`src/rtl/neuro_pkg.sv`:
```
// Shared sizing, accumulator width, FSM state type and the power-on neuron
// pattern for the Hopfield sweep controller.
package neuro_pkg;

  localparam int N_DEF  = 25;
  localparam int WW_DEF = 8;
  localparam int AW_DEF = 10;

  // Five guard bits hold 25 products of magnitude up to 128, including the
  // negation of the most negative weight, without wrapping.
  function automatic int acc_width(input int ww);
    return ww + 5;
  endfunction

  localparam int ACC_W = acc_width(WW_DEF);

  typedef enum logic [1:0] {
    IDLE   = 2'd0,
    SWEEP  = 2'd1,
    FINISH = 2'd2
  } sweep_state_t;

  localparam logic [N_DEF-1:0] DEF_PATTERN = 25'b0111010011100100001001110;

endpackage

```
`src/rtl/neuro_sweep_ctrl_if.sv`:
```
// Weight-loader write handshake plus synchronous weight-RAM bus. The master
// side is the sweep controller; the slave side is the loader and the RAM.
interface neuro_sweep_ctrl_if
  import neuro_pkg::*;
#(
  parameter int WW = WW_DEF,
  parameter int AW = AW_DEF
) ();

  logic          wr_req;
  logic [AW-1:0] wr_addr;
  logic [WW-1:0] wr_data;
  logic          wr_ack;

  logic [AW-1:0] mem_addr;
  logic          mem_rd;
  logic          mem_we;
  logic [WW-1:0] mem_wdata;
  logic [WW-1:0] mem_rdata;

  modport master (
    output mem_addr, mem_rd, mem_we, mem_wdata, wr_ack,
    input  mem_rdata, wr_req, wr_addr, wr_data
  );

  modport slave (
    input  mem_addr, mem_rd, mem_we, mem_wdata, wr_ack,
    output mem_rdata, wr_req, wr_addr, wr_data
  );

endinterface

```
`src/rtl/neuro_mac.sv`:
```
// Sign-select multiply-accumulate for one neuron's weighted input sum.
// A source bit of 1 adds the weight, a source bit of 0 subtracts it.
module neuro_mac
  import neuro_pkg::*;
#(
  parameter int WW   = WW_DEF,
  parameter int ACCW = acc_width(WW_DEF)
) (
  input  logic                   clk,
  input  logic                   rst,
  input  logic                   clr,
  input  logic                   en,
  input  logic                   src,
  input  logic signed [WW-1:0]   w,
  output logic signed [ACCW-1:0] sum
);

  logic signed [ACCW-1:0] acc;
  logic signed [ACCW-1:0] wide;
  logic signed [ACCW-1:0] term;

  // Widen before negating so that -(-128) is representable.
  always_comb begin
    wide = ACCW'(w);
    term = src ? wide : -wide;
    sum  = acc + term;
  end

  // Running sum; clear wins over accumulate so the decide cycle can reset it.
  always_ff @(posedge clk or negedge rst) begin
    if (!rst) begin
      acc <= '0;
    end else if (clr) begin
      acc <= '0;
    end else if (en) begin
      acc <= sum;
    end
  end

endmodule

```
`src/rtl/neuro_sweep_ctrl.sv`:
```
// Hopfield update sweep controller: streams the N x N weight matrix out of a
// synchronous RAM, updates every neuron once per sweep (in place or from a
// start-time snapshot) and arbitrates RAM access with the weight loader.
module neuro_sweep_ctrl
  import neuro_pkg::*;
#(
  parameter int N  = N_DEF,
  parameter int WW = WW_DEF,
  parameter int AW = AW_DEF
) (
  input  logic                clk,
  input  logic                rst,
  input  logic                start,
  input  logic                sync_mode,
  input  logic                init_load,
  input  logic [N-1:0]        init_pattern,
  neuro_sweep_ctrl_if.master  bus,
  output logic [N-1:0]        neuros,
  output logic                busy,
  output logic                done,
  output logic                converged
);

  localparam int CW   = $clog2(N + 1);
  localparam int ACCW = acc_width(WW);
  localparam logic [CW-1:0] LAST_K   = CW'(N - 1);
  localparam logic [CW-1:0] DECIDE_M = CW'(N);

  sweep_state_t state, state_nxt;

  logic [CW-1:0] k;
  logic [CW-1:0] m;
  logic [CW-1:0] src_idx;
  logic [AW-1:0] rd_addr;
  logic [N-1:0]  snap;
  logic          mode;
  logic          pend;
  logic          changed;
  logic          wr_ack_q;

  logic accept;
  logic issue;
  logic absorb;
  logic decide;
  logic last_neuron;
  logic writing;
  logic src_bit;
  logic new_bit;
  logic flip;
  logic signed [ACCW-1:0] sum;

  // Per-cycle control decodes; m = N is the extra cycle that absorbs the last
  // read and decides, and rdata in cycle m belongs to source neuron m-1.
  always_comb begin
    writing     = rst && (state == IDLE) && bus.wr_req && !wr_ack_q;
    accept      = (state == IDLE) && (start || pend) && !bus.wr_req;
    issue       = (state == SWEEP) && (m < DECIDE_M);
    absorb      = (state == SWEEP) && (m != '0);
    decide      = (state == SWEEP) && (m == DECIDE_M);
    last_neuron = (k == LAST_K);
    src_idx     = '0;
    if (m != '0) begin
      src_idx = m - CW'(1);
    end
    src_bit = mode ? snap[src_idx] : neuros[src_idx];
    new_bit = !sum[ACCW-1] && (sum != '0);
    flip    = new_bit != neuros[k];
  end

  neuro_mac #(
    .WW  (WW),
    .ACCW(ACCW)
  ) u_mac (
    .clk(clk),
    .rst(rst),
    .clr(accept || decide),
    .en (absorb && !decide),
    .src(src_bit),
    .w  ($signed(bus.mem_rdata)),
    .sum(sum)
  );

  // FSM state register.
  always_ff @(posedge clk or negedge rst) begin
    if (!rst) begin
      state <= IDLE;
    end else begin
      state <= state_nxt;
    end
  end

  // FSM next-state: one sweep per accepted start, then a single FINISH cycle.
  always_comb begin
    state_nxt = state;
    case (state)
      IDLE:    if (accept) state_nxt = SWEEP;
      SWEEP:   if (decide && last_neuron) state_nxt = FINISH;
      FINISH:  state_nxt = IDLE;
      default: state_nxt = IDLE;
    endcase
  end

  // FSM outputs and RAM bus steering; reads only in SWEEP, writes only in IDLE.
  always_comb begin
    busy          = (state != IDLE);
    done          = (state == FINISH);
    bus.mem_rd    = issue;
    bus.mem_we    = writing;
    bus.mem_addr  = issue ? rd_addr : bus.wr_addr;
    bus.mem_wdata = bus.wr_data;
    bus.wr_ack    = wr_ack_q;
  end

  // Neuron/source counters; the read address simply runs 0..N*N-1 because
  // row k of the matrix directly follows row k-1.
  always_ff @(posedge clk or negedge rst) begin
    if (!rst) begin
      k       <= '0;
      m       <= '0;
      rd_addr <= '0;
    end else if (accept) begin
      k       <= '0;
      m       <= '0;
      rd_addr <= '0;
    end else if (state == SWEEP) begin
      if (issue) begin
        rd_addr <= rd_addr + AW'(1);
      end
      if (decide) begin
        m <= '0;
        k <= last_neuron ? '0 : k + CW'(1);
      end else begin
        m <= m + CW'(1);
      end
    end
  end

  // Neuron state: preload while idle, otherwise one neuron per decide cycle.
  always_ff @(posedge clk or negedge rst) begin
    if (!rst) begin
      neuros <= N'(DEF_PATTERN);
    end else if ((state == IDLE) && init_load) begin
      neuros <= init_pattern;
    end else if (decide) begin
      neuros[k] <= new_bit;
    end
  end

  // Snapshot and mode capture at accept; a same-cycle preload feeds the snapshot.
  always_ff @(posedge clk or negedge rst) begin
    if (!rst) begin
      snap <= '0;
      mode <= 1'b0;
    end else if (accept) begin
      snap <= init_load ? init_pattern : neuros;
      mode <= sync_mode;
    end
  end

  // Start deferred behind a loader write that arrived in the same cycle.
  always_ff @(posedge clk or negedge rst) begin
    if (!rst) begin
      pend <= 1'b0;
    end else if (accept) begin
      pend <= 1'b0;
    end else if ((state == IDLE) && start && bus.wr_req) begin
      pend <= 1'b1;
    end
  end

  // Change tracking; converged is settled on entry to FINISH so it is valid with done.
  always_ff @(posedge clk or negedge rst) begin
    if (!rst) begin
      changed   <= 1'b0;
      converged <= 1'b0;
    end else if (accept) begin
      changed   <= 1'b0;
      converged <= 1'b0;
    end else if (decide) begin
      changed <= changed || flip;
      if (last_neuron) begin
        converged <= !(changed || flip);
      end
    end
  end

  // Loader acknowledge one cycle after the write reaches the RAM.
  always_ff @(posedge clk or negedge rst) begin
    if (!rst) begin
      wr_ack_q <= 1'b0;
    end else begin
      wr_ack_q <= writing;
    end
  end

endmodule

```
`src/flat_wrapper.sv`:
```
// flat-port wrapper written by rule: the top's interface ports become plain ports
module neuro_sweep_ctrl_flat import neuro_pkg::*;
#(
  parameter int N  = N_DEF,
  parameter int WW = WW_DEF,
  parameter int AW = AW_DEF
)
  (clk, rst, start, sync_mode, init_load, init_pattern, neuros, busy, done, converged, bus_mem_addr, bus_mem_rd, bus_mem_we, bus_mem_wdata, bus_wr_ack, bus_mem_rdata, bus_wr_req, bus_wr_addr, bus_wr_data);
  neuro_sweep_ctrl_if #(.WW(WW), .AW(AW)) bus_i ();
  input  logic clk;
  input  logic rst;
  input  logic start;
  input  logic sync_mode;
  input  logic init_load;
  input  logic [N-1:0] init_pattern;
  output logic [N-1:0] neuros;
  output logic busy;
  output logic done;
  output logic converged;
  output wire logic [$bits(bus_i.mem_addr)-1:0] bus_mem_addr;
  output wire logic [$bits(bus_i.mem_rd)-1:0] bus_mem_rd;
  output wire logic [$bits(bus_i.mem_we)-1:0] bus_mem_we;
  output wire logic [$bits(bus_i.mem_wdata)-1:0] bus_mem_wdata;
  output wire logic [$bits(bus_i.wr_ack)-1:0] bus_wr_ack;
  input wire logic [$bits(bus_i.mem_rdata)-1:0] bus_mem_rdata;
  input wire logic [$bits(bus_i.wr_req)-1:0] bus_wr_req;
  input wire logic [$bits(bus_i.wr_addr)-1:0] bus_wr_addr;
  input wire logic [$bits(bus_i.wr_data)-1:0] bus_wr_data;
  assign bus_mem_addr = bus_i.mem_addr;
  assign bus_mem_rd = bus_i.mem_rd;
  assign bus_mem_we = bus_i.mem_we;
  assign bus_mem_wdata = bus_i.mem_wdata;
  assign bus_wr_ack = bus_i.wr_ack;
  assign bus_i.mem_rdata = bus_mem_rdata;
  assign bus_i.wr_req = bus_wr_req;
  assign bus_i.wr_addr = bus_wr_addr;
  assign bus_i.wr_data = bus_wr_data;
  neuro_sweep_ctrl #(.N(N), .WW(WW), .AW(AW)) u_core (.clk(clk), .rst(rst), .start(start), .sync_mode(sync_mode), .init_load(init_load), .init_pattern(init_pattern), .bus(bus_i), .neuros(neuros), .busy(busy), .done(done), .converged(converged));
endmodule
```
`config.mk`:
```
export PLATFORM = sky130hd
export DESIGN_NAME = neuro_sweep_ctrl_flat
export DESIGN_NICKNAME = d
export VERILOG_FILES = /design/src/rtl/neuro_pkg.sv /design/src/rtl/neuro_sweep_ctrl_if.sv /design/src/rtl/neuro_mac.sv /design/src/rtl/neuro_sweep_ctrl.sv /design/src/flat_wrapper.sv
export SDC_FILE = /design/constraint.sdc
export NUM_CORES = 1
export LEC_CHECK = 0
export BUFFER_PORTS_ARGS = -buffer_cell sky130_fd_sc_hd__buf_2
export CORE_AREA = 2 2 111 113
export DETAILED_ROUTE_END_ITERATION = 7
export DIE_AREA = 0 0 113 115
export PLACE_DENSITY = 0.81
export SLEW_MARGIN = 15
export SYNTH_ARGS = -nofsm -noshare
export SYNTH_HDL_FRONTEND = slang
export SYNTH_HIERARCHICAL = 1
export SYNTH_SLANG_ARGS = --single-unit
```
`constraint.sdc`:
```
create_clock -name clk -period 6.8 [get_ports clk]
set_clock_uncertainty 0.05 [all_clocks]
set_input_delay 1.36 -clock clk [delete_from_list [all_inputs] [get_ports clk]]
set_output_delay 1.36 -clock clk [all_outputs]
set_load 0.02 [all_outputs]
```
==> metrics.yaml, run 1 <==
status:
  status: "finished with violations"
  violations: "design-rule violations"
worst_setup_path:
  crit_arrival_ps: 6530
  path_class: "flip-flop to flip-flop"
  end_kind: "flip-flop"
  path_buf_inv: 2
  crit_chain: "inv_2 > ha_1 > nand2b_1 > o21a_1 > mux4_1 > o22ai_2 > nand2b_1 > a221o_1 > a32o_1 > a21oi_1 > xnor2_1 > ha_1 > and3_1 > a211oi_1 > a21oi_1 > nor3_1 > xnor3_4 > a31oi_2 > buf_4 > mux2i_1 > o21ai_0"
  slowest_delay_ps: 510
  crit_family: "compound AO/OA/AOI/OAI gates"
  r2r_slack_ps: 480
  critPathRequiredTime_ps: 7010
  cp_slowest_cell: "a211oi_1"
  startpoint_type: "flip-flop"
  cp_max_fo: 15
synthesis:
  yosysTopAreaCell: "dfrtp_1"
  synth_edf_count: 0
  synth.most_common_cell: "nand2_1"
  synthTopCellsByArea: "dfrtp_1, mux2i_1, nand2_1"
  synthDistinctLibCells: 72
  synth_fp_nets: 809
  yosysSeqAreaShare_pct: 35.5
  synth_top_area_share_pct: 30.6
  synthFlopType: "dfrtp_1"
  synth_common_cells: "nand2_1, dfrtp_1, mux2i_1"
  syn_avg_cell_area_um2: 8.76
  netlist_instances: 728
  async_reset_ff_share_pct: 100
  synth-seq-cells: 90
  yosys_warnings: 6
  netlist_area_mm2: 0.00638
sta:
  min_period_ps: 6320
  tightest_slew_ps: 840
  finalCritPeriodShare_pct: 93.0
  slew_headroom_pct: 44.0
  rsz0062_at_grt: "no"
  setup_viol: 0
  setup_ws_ps: 477
  fin_setup_tns_ps: 0
  fmax_mhz: 158
  report.final.slew_viol_count: 0
  hold_violations: 0
global_routing:
  grt_util_met3_pct: 3.85
  track_usage_pct: 27.2
  grt_max_degree: 57
  overflow: 0
  grt_pass1_wl_um: 28100
  first_global_vias: 5426
  met2_usage_pct: 42.4
  busiest_layer: "met2"
  globalRouteMet1Util_pct: 39.5
  antenna_found_initial: 0
place:
  placed_cell_area_mm2: 0.00686
  hpwl_um: 12400
  routabilityCongestion: 0.981
  dp_slack_ps: 539
  portBuffers: 89
route:
  wl_per_cell_um: 18.4
  drt_first_pass_iters: 7
  ant_nets: 0
  drt_iter0_markers: 550
  drt-total-wl_um: 17300
  via_per_inst: 6.19
  routed-via-count: 5806
  drc: 5
clock_network:
  htree_num_levels: 3
  cts_sinks: 90
  root_buffer: "clkbuf_16"
  cts_hold_buffers: 0
  cts_buffer_depth: 2
  cts_buffers: 9
  cts.clk_slew.worst_paths_ps: 70
  insertion_delay_ps: 340
  cts_tree: "yes"
floorplan:
  num_rows: 40
  io_pins: 106
  die_h_um: 115
  start_util_pct: 54.0
  die_w_um: 113
  die_area_mm2: 0.0130
  fp.coreArea_mm2: 0.0118
job:
  maxCapViolations: 0
layout:
  drive_above_1_share_pct: 19.7
  antenna_cells: 0
  nets: 867
  area_growth_pct: 12.1
  finalInstanceArea_mm2: 0.00715
  final_core_utilization_pct: 60.6
min_path:
  hold_path.class: "flip-flop to flip-flop"
-- logic make-up (layout without fill, tap and decap cells) --
kind of cell,after synthesis,after routing,synth area share [%]
simple gates,270,270,20.2
compound gates,163,163,16.2
flops,90,90,35.5
buf+inv,80,143,5.73
mux,72,72,13.2
xor+xnor,29,29,4.26
fa+ha+maj,24,24,4.82
-- stage by stage --
step	instances	hold WS [ps]
2_1_floorplan	728	395
3_5_place_dp	922	422
5_1_grt	938	445
6_report	938	426
4_1_cts	938	432
3_3_place_gp	922	367
-- cells in the final DEF (no fill, tap or decap), types with 6 or more instances in the layout --
master	instances
nand2_1	107
nand2b_1	9
o21ai_0	41
xnor2_1	12
nor3_1	14
clkbuf_16	9
o21a_1	7
ha_1	23
dfrtp_1	78
mux4_2	8
nand3_1	22
and3_1	6
mux2i_1	57
a211oi_1	7
nand4_1	18
a31oi_1	14
o221ai_1	6
a21oi_1	25
dfstp_2	12
nor2b_1	11
xor2_1	16
inv_1	24
nor2_1	53
o21ai_1	22
buf_2	88
o31ai_1	6
buf_4	11
-- repair_timing --
action,CTS,global route
buffers inserted,0,0
gates resized for setup,0,1
setup endpoints to repair,0,2
-- final timing paths --
check                                            start                               to  depth (start not counted)
max                            u_core/m[0]$_DFFE_PN0P_    u_core/neuros[24]$_DFFE_PN0P_                         21
max reg2reg                    u_core/m[0]$_DFFE_PN0P_    u_core/neuros[24]$_DFFE_PN0P_                         21
min reg2reg                u_core/bus.wr_ack$_DFF_PN0_      u_core/bus.wr_ack$_DFF_PN0_                          1
min in group asynchronous                          rst    u_core/neuros[24]$_DFFE_PN0P_                          1
max in group asynchronous                          rst  u_core/u_mac/acc[3]$_DFFE_PN0P_                          2
min                        u_core/bus.wr_ack$_DFF_PN0_      u_core/bus.wr_ack$_DFF_PN0_                          1
-- final cells by class --
class                      instances  area [um2]
sequential                        90        2270
timing repair buffer              99         523
clock inverter                     5        56.3
inverter                          28         105
clock buffer                      11         233
multi-input combinational        558        3790
tap                              147         184
fill                            1039        4660
-- metal layers --
layer / wire length (um) / vias to the layer above / part of all wire, %
met1: 7620 / 2795 / 44
li1: - / 2728 / -
met4: 316 / 0 / 1.8
met5: 0 / - / 0
met2: 8070 / 252 / 47
met3: 1280 / 31 / 7.4
-- flip-flops by register name, summed over array words and instances (netlist names) --
signal	flops
u_core/neuros	25
u_core/bus.wr_ack	1
u_core/pend	1
u_core/mode	1
u_core/state	2
u_core/u_mac/acc	13
u_core/m	5
u_core/snap	25
u_core/converged	1
u_core/rd_addr	10
u_core/changed	1
u_core/k	5
Power of run 1 is not shown: default switching activity piles up to over one toggle a cycle in this logic, so the estimate is an artifact.
==> run 2, diff against run 1 <==
--- a/config.mk
+++ b/config.mk
@@ -10,6 +10,7 @@
 export DETAILED_ROUTE_END_ITERATION = 7
 export DIE_AREA = 0 0 113 115
 export PLACE_DENSITY = 0.81
+export REMOVE_ABC_BUFFERS = 1
 export SLEW_MARGIN = 15
 export SYNTH_ARGS = -nofsm -noshare
 export SYNTH_HDL_FRONTEND = slang
==> run 2 against run 1 <==
Net effect: the run still ends with design-rule violations left; first-iteration DRC count decreased by 17%; maximum frequency increased by 0.41%; core utilization increased by 0.26 points; global-route usage decreased by 1.6 points; via count decreased by 0.71%; sequential share of layout area decreased by 0.14 points; design area increased by 0.44%; hold slack got worse by 53 ps; worst setup slack improved by 26 ps; sequential cell count unchanged; critical path type unchanged.
==> metrics.yaml, run 2 (synthesis gave the netlist of run 1 again) <==
status:
  status: "finished with violations"
  violations: "design-rule violations"
sta:
  finalCritPeriodShare_pct: 92.6
  setup_ws_ps: 503
  rsz0062_at_grt: "no"
  hold_violations: 0
  setup_viol: 0
  fmax_mhz: 159
  fin_setup_tns_ps: 0
  min_period_ps: 6300
  report.final.slew_viol_count: 0
  slew_headroom_pct: 43.0
  tightest_slew_ps: 854
layout:
  most-common-layout-cells: "nand2_1, buf_2, dfrtp_1, mux2i_1, nor2_1"
  area_growth_pct: 12.6
  antenna_cells: 0
  largestRegisters: "u_core/neuros: 25 flops, u_core/snap: 25 flops, u_core/u_mac/acc: 13 flops"
  drive_above_1_share_pct: 19.7
  finalInstanceArea_mm2: 0.00719
  layout_commonest_cell: "nand2_1"
  nets: 866
floorplan:
  die_w_um: 113
  die_area_mm2: 0.0130
  fp.coreArea_mm2: 0.0118
  start_util_pct: 54.0
  io_pins: 106
  num_rows: 40
  die_h_um: 115
global_routing:
  grt_pass1_wl_um: 26800
  first_global_vias: 5355
  globalRouteMet1Util_pct: 34.9
  track_usage_pct: 25.7
  busiest_layer: "met2"
  grt_max_degree: 57
  grt_util_met3_pct: 4.01
  met2_usage_pct: 41.5
  overflow: 0
  antenna_found_initial: 0
clock_network:
  root_buffer: "clkbuf_16"
  post_cts_buffers: 0
  cts_buffer_depth: 2
  cts_resized: 0
  cts_sinks: 90
  htree_num_levels: 3
  cts_tree: "yes"
  insertion_delay_ps: 350
  cts_hold_buffers: 0
  cts_buffers: 9
  cts.clk_slew.worst_paths_ps: 70
min_path:
  hold_path.class: "flip-flop to flip-flop"
  min_from: "u_core/bus.wr_ack$_DFF_PN0_"
  whs_path_depth: 1
  whs_endpoint: "u_core/bus.wr_ack$_DFF_PN0_"
worst_setup_path:
  worstReg2RegEnd: "u_core/neuros[7]$_DFFE_PN0P_"
  cp_max_fo: 21
  critPathRequiredTime_ps: 6980
  reg2reg_depth: 24
  end_kind: "flip-flop"
  startpoint_type: "flip-flop"
  r2r_slack_ps: 500
  crit_arrival_ps: 6480
  path_class: "flip-flop to flip-flop"
  crit-reg2reg-launch: "u_core/m[0]$_DFFE_PN0P_"
place:
  placed_cell_area_mm2: 0.00685
  hpwl_um: 11600
  portBuffers: 89
  dp_slack_ps: 518
  routabilityCongestion: 0.961
route:
  drt_iter0_markers: 456
  ant_nets: 0
  routed-via-count: 5765
  via_per_inst: 6.15
  drc: 9
  drt_first_pass_iters: 8
  drt-total-wl_um: 16500
  wl_per_cell_um: 17.6
job:
  maxCapViolations: 0
-- run 2: how the worst max path moves through the flow --
stage	startpoint	endpoint	slack, ps	depth (start not counted)
final	u_core/m[0]$_DFFE_PN0P_	u_core/neuros[7]$_DFFE_PN0P_	500	24
after global routing	u_core/m[0]$_DFFE_PN0P_	u_core/neuros[7]$_DFFE_PN0P_	50	24
after global placement	u_core/m[0]$_DFFE_PN0P_	u_core/neuros[7]$_DFFE_PN0P_	770	23
after CTS	u_core/m[0]$_DFFE_PN0P_	u_core/neuros[7]$_DFFE_PN0P_	450	23
after detailed placement	u_core/m[0]$_DFFE_PN0P_	u_core/neuros[7]$_DFFE_PN0P_	520	23
after floorplan	u_core/m[0]$_DFFE_PN0P_	u_core/neuros[23]$_DFFE_PN1P_	400	20
-- run 2: worst max-delay path, cell delays in order, from the launching register on --
cell and delay, ps:
dfrtp_1 380, inv_2 190, ha_1 370, nand2b_1 250
o21a_1 350, mux4_1 350, o22ai_2 150, nand2b_1 70
a221o_1 290, a32o_1 370, a31oi_1 250, xor2_1 230
ha_1 300, and3_1 170, a31oi_1 420, nor3_1 90
nor4_1 350, inv_1 130, nor4_1 360, a31oi_2 230
buf_4 280, nor2b_1 220, a21oi_1 90, a31oi_1 160
nor2_1 70
-- run 2: stage by stage --
stage | utilization, % | hold WS (ps) | instances
after CTS | 60.7 | 377 | 937
after global placement | 58.0 | 366 | 921
final | 60.8 | 373 | 937
after floorplan | - | 395 | 676
after global routing | 60.8 | 400 | 937
after detailed placement | 58.0 | 369 | 921
-- run 2: area by class of cell --
class	count	area, um2
fillers	1011	4630
clock buffers	12	246
inverters	28	105
multi-input cells	558	3790
clock inverters	4	76.3
well taps	147	184
flip-flops and latches	90	2270
repair buffers	98	515
-- run 2: layer usage --
| layer | wire length (um) | part of all wire [%] |
|---|---|---|
| met1 | 7200 | 44 |
| met2 | 7650 | 46 |
| met3 | 1260 | 7.7 |
| met4 | 398 | 2.4 |
| met5 | 0 | 0 |
Power of run 2 is left out for the same reason.
==> run 3, diff against run 2 <==
--- a/config.mk
+++ b/config.mk
@@ -6,9 +6,10 @@
 export NUM_CORES = 1
 export LEC_CHECK = 0
 export BUFFER_PORTS_ARGS = -buffer_cell sky130_fd_sc_hd__buf_2
-export CORE_AREA = 2 2 111 113
+export CORE_AREA = 3 3 112 114
 export DETAILED_ROUTE_END_ITERATION = 7
-export DIE_AREA = 0 0 113 115
+export DIE_AREA = 0 0 115 117
+export GPL_ROUTABILITY_DRIVEN = 0
 export PLACE_DENSITY = 0.81
 export REMOVE_ABC_BUFFERS = 1
 export SLEW_MARGIN = 15
==> run 3 against run 2 <==
Net effect: the run now ends clean; clock-buffer cell count down 3; global-route usage up 0.67 points; final cell count down 0.64%; design area down 0.30%; sequential cell count is the same; first-iteration DRC count increased by 3.7%; maximum frequency up 1.3%; critical path type unchanged; highest routed layer unchanged.
==> metrics.yaml, run 3 (synthesis gave the netlist of run 1 again) <==
layout:
  drive_above_1_share_pct: 19.9
  most-common-layout-cells: "nand2_1, buf_2, dfrtp_1, mux2i_1, nor2_1"
  layout_commonest_cell: "nand2_1"
  area_growth_pct: 12.3
  largestRegisters: "u_core/neuros: 25 flops, u_core/snap: 25 flops, u_core/u_mac/acc: 13 flops"
  nets: 864
  antenna_cells: 0
  final_core_utilization_pct: 62.2
clock_network:
  cts_resized: 0
  post_cts_buffers: 0
  cts_tree: "yes"
  cts.clk_slew.worst_paths_ps: 60
  htree_num_levels: 3
  cts_sinks: 90
  cts_buffer_depth: 2
  insertion_delay_ps: 340
  cts_buffers: 9
  root_buffer: "clkbuf_16"
  cts_hold_buffers: 0
global_routing:
  grt_pass1_wl_um: 28300
  grt_max_degree: 57
  antenna_found_initial: 0
  track_usage_pct: 26.3
  first_global_vias: 5703
  overflow: 0
floorplan:
  die_area_mm2: 0.0135
  die_w_um: 115
  start_util_pct: 55.4
  num_rows: 39
  die_h_um: 117
  io_pins: 106
  fp.coreArea_mm2: 0.0115
worst_setup_path:
  reg2reg_depth: 20
  end_kind: "flip-flop"
  path_buf_inv: 2
  startpoint_type: "flip-flop"
  crit_chain: "inv_2 > ha_1 > nand2b_4 > o21ai_2 > mux4_2 > o221ai_1 > o211ai_1 > a32o_1 > nor2_1 > xor2_1 > ha_1 > nor2b_1 > o21ai_0 > a21oi_1 > nor3_1 > xnor3_4 > a31oi_2 > buf_4 > mux2i_1 > o21ai_1"
  cp_slowest_cell: "mux4_2"
  crit_arrival_ps: 6420
  critical_path_depth: 20
  cp_max_fo: 22
  slowest_delay_ps: 580
  critPathMostFrequentCell: "ha_1"
  path_class: "flip-flop to flip-flop"
  critPathRequiredTime_ps: 7010
  crit_family: "compound AO/OA/AOI/OAI gates"
  r2r_slack_ps: 590
min_path:
  hold_path.class: "flip-flop to flip-flop"
  whs_path_depth: 1
route:
  drc: 0
  routed-via-count: 5926
  drt_iter0_markers: 473
  ant_nets: 0
  wl_per_cell_um: 18.7
  via_per_inst: 6.37
  drt_first_pass_iters: 5
  drt-total-wl_um: 17400
status:
  status: "completed"
sta:
  slew_headroom_pct: 27.2
  setup_ws_ps: 586
  setup_viol: 0
  fmax_mhz: 161
  rsz0062_at_grt: "no"
  min_period_ps: 6210
  tightest_slew_ps: 1080
  hold_violations: 0
  fin_setup_tns_ps: 0
  report.final.slew_viol_count: 0
  finalCritPeriodShare_pct: 91.4
job:
  maxCapViolations: 0
place:
  portBuffers: 89
  hpwl_um: 12400
  dp_slack_ps: 640
-- run 3: worst register-to-register path, cell delays in order, from the launching register on --
cell	delay, ps
dfrtp_1	390
inv_2	190
ha_1	370
nand2b_4	150
o21ai_2	450
mux4_2	580
o221ai_1	180
o211ai_1	120
a32o_1	430
nor2_1	180
xor2_1	230
ha_1	310
nor2b_1	160
o21ai_0	500
a21oi_1	240
nor3_1	250
xnor3_4	360
a31oi_2	340
buf_4	350
mux2i_1	120
o21ai_1	170
-- run 3: layout make-up --
class	instances	area (um2)
fill	989	4350
timing repair buffer	96	500
tap	143	179
clock inverter	7	91.3
inverter	28	105
sequential	90	2270
clock buffer	9	225
multi-input combinational	558	3800
-- run 3: path summary, 6_finish.rpt --
kind                                                       to                         from
worst max-delay path            u_core/neuros[18]$_DFFE_PN0P_      u_core/m[0]$_DFFE_PN0P_
worst min-delay path              u_core/bus.wr_ack$_DFF_PN0_  u_core/bus.wr_ack$_DFF_PN0_
worst max register to register  u_core/neuros[18]$_DFFE_PN0P_      u_core/m[0]$_DFFE_PN0P_
worst min register to register    u_core/bus.wr_ack$_DFF_PN0_  u_core/bus.wr_ack$_DFF_PN0_
max in group asynchronous         u_core/snap[21]$_DFFE_PN0P_                          rst
min in group asynchronous       u_core/rd_addr[0]$_DFFE_PN0P_                          rst
-- run 3: per-stage QoR --
stage | hold WS, ps | area (um2) | std cells
after floorplan | 395 | 6120 | 676
after global placement | 366 | 6830 | 915
final | 384 | 7160 | 931
after detailed placement | 390 | 6830 | 915
after CTS | 398 | 7150 | 931
after global routing | 413 | 7160 | 931
-- run 3: metal layers --
metal  up-vias  part of all wire (%)  GRT usage, %
met2       363                    47          42.0
met4         0                   3.7          12.8
met3        62                   8.8          3.75
met1      2779                    41          35.6
met5         -                     0             0
li1       2722                     -             -
Power of run 3 is left out for the same reason.
